`src/rtl/frame_rx_sequencer.sv`:
```
// frame_rx_sequencer: hunts subframe preambles in the raw bitstream and
// feeds payload bits, frame index and channel flag to the dismantler.
module frame_rx_sequencer #(
   parameter logic [7:0] PRE_B            = 8'hE8,
   parameter logic [7:0] PRE_M            = 8'hE2,
   parameter logic [7:0] PRE_W            = 8'hE4,
   parameter int         PAYLOAD_BITS     = 28,
   parameter int         FRAMES_PER_BLOCK = 192,
   parameter bit         RESYNC_ON_KILL   = 1'b1
) (
   input  logic        clk,
   input  logic        rst,
   input  logic        vin_raw,
   input  logic        din_raw,
   input  logic        dis_done,
   input  logic        dis_kill,
   output logic        dis_rst,
   output logic        dis_vin,
   output logic        dis_din,
   output logic [7:0]  frame_counter,
   output logic        in_channel,
   output logic        locked,
   output logic        sync_lost,
   output logic [15:0] block_count,
   output logic [15:0] crc_err_count
);

   localparam int BW = $clog2(PAYLOAD_BITS);
   localparam logic [BW-1:0] LAST_BIT = BW'(PAYLOAD_BITS - 1);
   localparam logic [7:0] LAST_FRAME = 8'(FRAMES_PER_BLOCK - 1);

   typedef enum logic [1:0] {
      HUNT,
      PAYLOAD,
      PREAMBLE
   } state_t;

   state_t state, state_nx;

   logic [7:0]    win, win_nx, shifted, pre_exp;
   logic [BW-1:0] bit_cnt, bit_nx;
   logic [2:0]    pre_cnt, pre_nx;
   logic [7:0]    frame_nx;
   logic          chan_nx, locked_nx, vin_nx, din_nx;
   logic          pre_end, pre_ok, kill_loss, loss;

   assign shifted = {win[6:0], din_raw};

   always_comb begin
      pre_exp = PRE_W;
      if (in_channel) begin
         pre_exp = (frame_counter == LAST_FRAME) ? PRE_B : PRE_M;
      end
   end

   assign pre_end   = vin_raw && (state == PREAMBLE) && (pre_cnt == 3'd7);
   assign pre_ok    = (shifted == pre_exp);
   assign kill_loss = dis_kill && RESYNC_ON_KILL;
   // A kill and a preamble mismatch in one cycle merge into one loss event.
   assign loss      = (pre_end && !pre_ok) || kill_loss;

   always_ff @(posedge clk) begin
      if (rst) begin
         state <= HUNT;
      end else begin
         state <= state_nx;
      end
   end

   always_comb begin
      state_nx = state;
      if (loss) begin
         state_nx = HUNT;
      end else if (vin_raw) begin
         unique case (state)
            HUNT: begin
               if (shifted == PRE_B) state_nx = PAYLOAD;
            end
            PAYLOAD: begin
               if (bit_cnt == LAST_BIT) state_nx = PREAMBLE;
            end
            PREAMBLE: begin
               if (pre_cnt == 3'd7) state_nx = PAYLOAD;
            end
            default: state_nx = HUNT;
         endcase
      end
   end

   always_comb begin
      win_nx    = win;
      bit_nx    = bit_cnt;
      pre_nx    = pre_cnt;
      frame_nx  = frame_counter;
      chan_nx   = in_channel;
      locked_nx = locked;
      vin_nx    = 1'b0;
      din_nx    = dis_din;
      if (loss) begin
         win_nx    = '0;
         bit_nx    = '0;
         pre_nx    = '0;
         frame_nx  = '0;
         chan_nx   = 1'b0;
         locked_nx = 1'b0;
      end else if (vin_raw) begin
         unique case (state)
            HUNT: begin
               win_nx = shifted;
               if (shifted == PRE_B) begin
                  locked_nx = 1'b1;
                  frame_nx  = '0;
                  chan_nx   = 1'b0;
                  bit_nx    = '0;
               end
            end
            PAYLOAD: begin
               vin_nx = 1'b1;
               din_nx = din_raw;
               pre_nx = '0;
               bit_nx = (bit_cnt == LAST_BIT) ? '0 : bit_cnt + 1'b1;
            end
            PREAMBLE: begin
               win_nx = shifted;
               pre_nx = pre_cnt + 3'd1;
               if (pre_cnt == 3'd7) begin
                  if (!in_channel) begin
                     chan_nx = 1'b1;
                  end else begin
                     chan_nx  = 1'b0;
                     frame_nx = (frame_counter == LAST_FRAME) ?
                                8'd0 : frame_counter + 8'd1;
                  end
               end
            end
            default: ;
         endcase
      end
   end

   always_ff @(posedge clk) begin
      if (rst) begin
         win           <= '0;
         bit_cnt       <= '0;
         pre_cnt       <= '0;
         frame_counter <= '0;
         in_channel    <= 1'b0;
         locked        <= 1'b0;
         dis_vin       <= 1'b0;
         dis_din       <= 1'b0;
         sync_lost     <= 1'b0;
         dis_rst       <= 1'b1;
      end else begin
         win           <= win_nx;
         bit_cnt       <= bit_nx;
         pre_cnt       <= pre_nx;
         frame_counter <= frame_nx;
         in_channel    <= chan_nx;
         locked        <= locked_nx;
         dis_vin       <= vin_nx;
         dis_din       <= din_nx;
         sync_lost     <= loss;
         dis_rst       <= loss;
      end
   end

   // A simultaneous done and kill is a failed block, never a good one.
   always_ff @(posedge clk) begin
      if (rst) begin
         block_count   <= '0;
         crc_err_count <= '0;
      end else if (dis_kill) begin
         if (crc_err_count != 16'hFFFF) begin
            crc_err_count <= crc_err_count + 16'd1;
         end
      end else if (dis_done) begin
         if (block_count != 16'hFFFF) begin
            block_count <= block_count + 16'd1;
         end
      end
   end

endmodule

```
`config.mk`:
```
export PLATFORM = sky130hd
export DESIGN_NAME = frame_rx_sequencer
export DESIGN_NICKNAME = d
export VERILOG_FILES = /design/src/rtl/frame_rx_sequencer.sv
export SDC_FILE = /design/constraint.sdc
export NUM_CORES = 1
export LEC_CHECK = 0
export ABC_AREA = 0
export CORE_MARGIN = 4
export CORE_UTILIZATION = 57
export CTS_CLUSTER_SIZE = 10
export DETAILED_ROUTE_END_ITERATION = 16
export PLACE_DENSITY_LB_ADDON = 0.3
export SLEW_MARGIN = 25
export SYNTH_ARGS = -nofsm -noshare
export SYNTH_HDL_FRONTEND = slang
export SYNTH_SLANG_ARGS = --single-unit
```
`constraint.sdc`:
```
create_clock -name clk -period 3.3 [get_ports clk]
set_input_delay 0.825 -clock clk [delete_from_list [all_inputs] [get_ports clk]]
set_output_delay 0.825 -clock clk [all_outputs]
set_load 0.02 [all_outputs]
```
[Yosys cells after proc, flatten, opt, wreduce, memory -nomap -nowiden]
Cells that the tools add are included.
Storage, ports and cells
  bits in registers: 63
  input port bits: 6
  output and inout bits: 46
  word-level logic and storage cells: 76
Operators by class
  $add $sub $neg: 5
  eq/ne operators: 13
  muxes and demuxes: 20
  bitwise logic cells: 3
  reductions and logical operators: 22
Operator list (count)
  $add A16 B1 Y16 const B: 2
  $mux W8: 4
  $ne A16 B16 Y1 const B: 2
  $eq A8 B8 Y1 const B: 2
  $pmux W8 S2: 1
  $reduce_and A3 Y1: 4
  $mux W5: 2
  $pmux W5 S2: 1
  $add A8 B1 Y8 const B: 1
  $eq A8 B8 Y1: 1
  $mux W4: 2
  $reduce_and A4 Y1: 2
  $mux W2: 3
  $ne A2 B2 Y1 const B: 3
  $pmux W2 S3: 1
  $pmux W3 S2: 1
  $reduce_and A2 Y1: 3
  $reduce_bool A2 Y1: 3
  $add A5 B1 Y5 const B: 1
  $eq A5 B5 Y1 const B: 1
  $reduce_and A5 Y1: 1
  $mux W1: 4
  $reduce_or A2 Y1: 2
  $add A3 B1 Y3 const B: 1
  11 further kinds: 15

[Logic depth before layout (Yosys ltp)]
  depth in word-level cells: 9
  mapped depth: 8

[Least setup slack after synthesis]
No wires, ideal clock.
  path kind: input to register
  start point: in din_raw
  end point: reg bit_cnt[3]
  arrival: 2.404 ns
  slack: 0.825 ns
  stages: 6
  buffers on the path: 1
  path through: nor3b_2 > a31oi_1 > or3_1 > clkbuf_1 > or4bb_1 > a21oi_1
On the way
  longest elaborated chain between the ends: 5
  elaborated cells between the ends (all ways): 8
  classes of those cells: eq/ne (3); reduce/logical (5)
Ends and longest elaborated chain
  from (decl): line 14  | input logic din_raw,
  $eq A8 B8 Y1: line 57  | assign pre_ok = (shifted == pre_exp);
  $logic_not A1 Y1: line 60  | assign loss = (pre_end && !pre_ok) || kill_loss;
  $logic_and A1 B1 Y1: line 60
  $logic_or A1 B1 Y1: line 60
  $reduce_or A2 Y1 (no source line)
  to (signal assigned): line 155  | bit_cnt <= bit_nx;
  to (decl): line 41  | logic [BW-1:0] bit_cnt, bit_nx;
Several ways; a longest one is shown, not always the timed one.
A chain may end at the register's enable or synchronous reset.

[Worst setup path in the final report]
  start point: in dis_kill
  end point: reg block_count[7]
On the way
  longest elaborated chain between the ends: 2
Ends and longest elaborated chain
  from (decl): line 16  | input logic dis_kill,
  $not A1 Y1 (no source line)
  $reduce_and A3 Y1 (no source line)
  to (signal assigned): line 178  | block_count <= block_count + 16'd1;
  to (decl): line 24  | output logic [15:0] block_count,
No other way between the ends.

==> run summary <==
largest net degree at the start of global routing: 25
I/O pins: 52
crit path max fanout: 8
Yosys top cell area share: 39.7%
die width: 82.6 um
f_max: 380 MHz
post-CTS setup buffers: 0
Die Span Y: 82.6 um
Synth-to-Final Area Change: 22.4%
DRC: 0
number of synthesized flops with an enable pin: 0
register area share after synthesis: 39.7%
htree depth: 3
Setup crit end kind: register
vias in the first global route: 2,586
Antenna Cells: 0
Ys Warns: 0
Tmin final: 2630 ps
crit start category: input port
Highest Signal Layer: met4
insertion delay to the later sink of the worst-skew pair: 340 ps
Slew HR: 42.0%
#FFs+latches synth: 63
fin. max-slew vios: 0
GRT Residual Overflow: 0
Post-DRT Antenna Nets: 0
Worst-Margin Slew: 862 ps
Clock Tree Buf Depth: 2
DR WL met3: 377 um
Rows: 26
post-route cell area: 0.00388 sq mm
WP data required: 3520 ps
synth top area cells: dfxtp_1, xnor2_1, nor2_1
Tcrit/Tclk final: 79.8%
Syn Nets: 373
Final #Nets: 427
leakage power: 0.00126 uW
total iterations of the first detailed-routing run: 4
Synth cell types: 52
Critical Path AT: 2850 ps
Sink Count: 63
port buffer count: 51
Area after DPL: 0.00373 sq mm
layout cells sized above 1: 7.47%
critical-path cell list: clkdlybuf4s50_1 > nor2b_1 > nand4_1 > a2111oi_0 > xnor2_1 > nor2_1
outcome: complete, no violations
Placer Congestion: 0.852
number of setup violations in the final report: 0
first-pass GRT wire length: 11.7 mm
Synth top cells by count: dfxtp_1, nor2_1, xnor2_1
Via Count: 2,787
CTS tree: built
GR Util All Layers: 21.8%
Initial Utilization: 60.6%
M1 WL: 3.02 mm
Reg2Reg Depth: 7
Synth Cell Area: 0.00317 sq mm
initial antenna violation count: 0
Final Hold Viols: 0
Max VDD drop: 0.000264 V
area leader, netlist: dfxtp_1
Syn Inst Count: 358
hold buffer count at cts: 0
Via density: 5.75
Syn Area/Cell: 8.86 sq um
CTS clock-pin slew for the worst setup and hold paths: 70 ps
cts repair resizes: 0
placeable core region: 0.00524 sq mm
HPWL Detailed: 4.88 mm
metal2 WL: 3.28 mm
Worst Hold Class: reg -> reg
Final Core Density: 74.2%
power per cell area: 354 mW/mm^2
CTS Root Cell: clkbuf_8
drt total wl: 6.78 mm
CP Class: in -> reg
number of cells on the worst hold path: 2
ys async rst share: 0%
Sum Neg Setup Slack: 0 ps
RSZ-0062 raised after global routing: no
most frequent cell after synthesis: dfxtp_1
DR iter-0 viols: 175
Die ar.: 0.00682 sq mm
maxcap violations: 0
Setup Skew: 7.74 ps
Worst path slowest cell: a2111oi_0
Main synth FF type: dfxtp_1
Max stage delay on crit path: 620 ps
wire per inst: 14.0 um
total CTS buffers: 9
==> critical path: cells and delay by family <==
kind | cells | cell delay [ps]
simple gates | 3 | 680
buf+inv | 1 | 540
compound gates | 1 | 620
xor+xnor | 1 | 190
==> report_power, final <==
group          internal [uW]  leakage (uW)  switching [uW]
Sequential               767      0.000509            6.78
Combinational           28.4      0.000671            40.5
Clock                    262     0.0000761             271
Total                   1060       0.00126             318
==> area by class of cell <==
class / instances / area [sq um]
clock buffer: 12 / 135
fill: 412 / 1350
timing repair buffer: 55 / 541
clock inverter: 2 / 10.0
sequential: 63 / 1260
tap: 70 / 87.6
multi-input combinational: 271 / 1810
inverter: 12 / 45.0
==> routing by layer <==
metal  vias up  GRT usage [%]
met5         -              0
met4         0           7.52
met3        11           5.75
met2        81           35.4
met1      1303           27.9
li1       1392              -
==> placed cells by master (no fill, tap or decap), types with 2 or more instances in the layout <==
master           instances
nand2b_1                 6
inv_1                   12
nand3b_1                 2
nand4b_1                 2
clkdlybuf4s50_1         51
nor3b_1                  4
and2_1                   4
nand4_1                 12
dfxtp_1                 63
nor2b_1                  2
nor4_1                   9
nor2_4                   9
and3_1                   5
clkbuf_8                 9
nand3_1                 17
nor2_1                  44
ha_1                     9
clkbuf_1                 3
clkinv_2                 2
mux2i_1                 12
xor2_1                   7
a21oi_1                 14
nor3_1                  13
or4_1                    2
nand2_1                 19
or3_1                    4
xnor2_1                 26
and4_1                   4
o21ai_0                 11
buf_4                    4
a211oi_1                 8
a21boi_0                 3
o211ai_1                 2
==> flip-flops by register name, indices dropped and copies added, names as in the netlist <==
name and flops:
frame_counter 8, pre_cnt 3, state 2, in_channel 1, sync_lost 1, block_count 16, locked 1, dis_din 1
win 7, bit_cnt 5, dis_rst 1, crc_err_count 16, dis_vin 1
==> cell families (layout without fill, tap and decap cells) <==
family,after synthesis,count (layout),synth area share (%)
buffers and inverters,24,81,3.59
AO/OA/AOI/OAI,53,53,11.1
XOR/XNOR,33,33,9.11
multiplexers,12,12,3.79
flip-flops,63,63,39.7
AND/OR/NAND/NOR,164,164,29.1
adder cells (fa/ha/maj),9,9,3.55
==> per-stage QoR <==
step	instances	setup slack [ps]	hold slack, ps	power, uW
5_1_grt	485	515	479	1430
2_1_floorplan	358	825	434	835
3_5_place_dp	471	361	452	859
3_3_place_gp	471	421	444	857
6_report	485	666	459	1370
4_1_cts	485	705	461	1390
==> final timing paths <==
path / from / slack [ps] / to
setup / recovery: dis_kill / 670 / block_count[7]$_SDFFE_PP0P_
hold / removal: pre_cnt[1]$_SDFFE_PP0P_ / 460 / pre_cnt[1]$_SDFFE_PP0P_
setup reg to reg: frame_counter[0]$_SDFFE_PP0P_ / 750 / frame_counter[2]$_SDFFE_PP0P_
hold reg to reg: pre_cnt[1]$_SDFFE_PP0P_ / 460 / pre_cnt[1]$_SDFFE_PP0P_
Power figures use the tool's default switching activity.
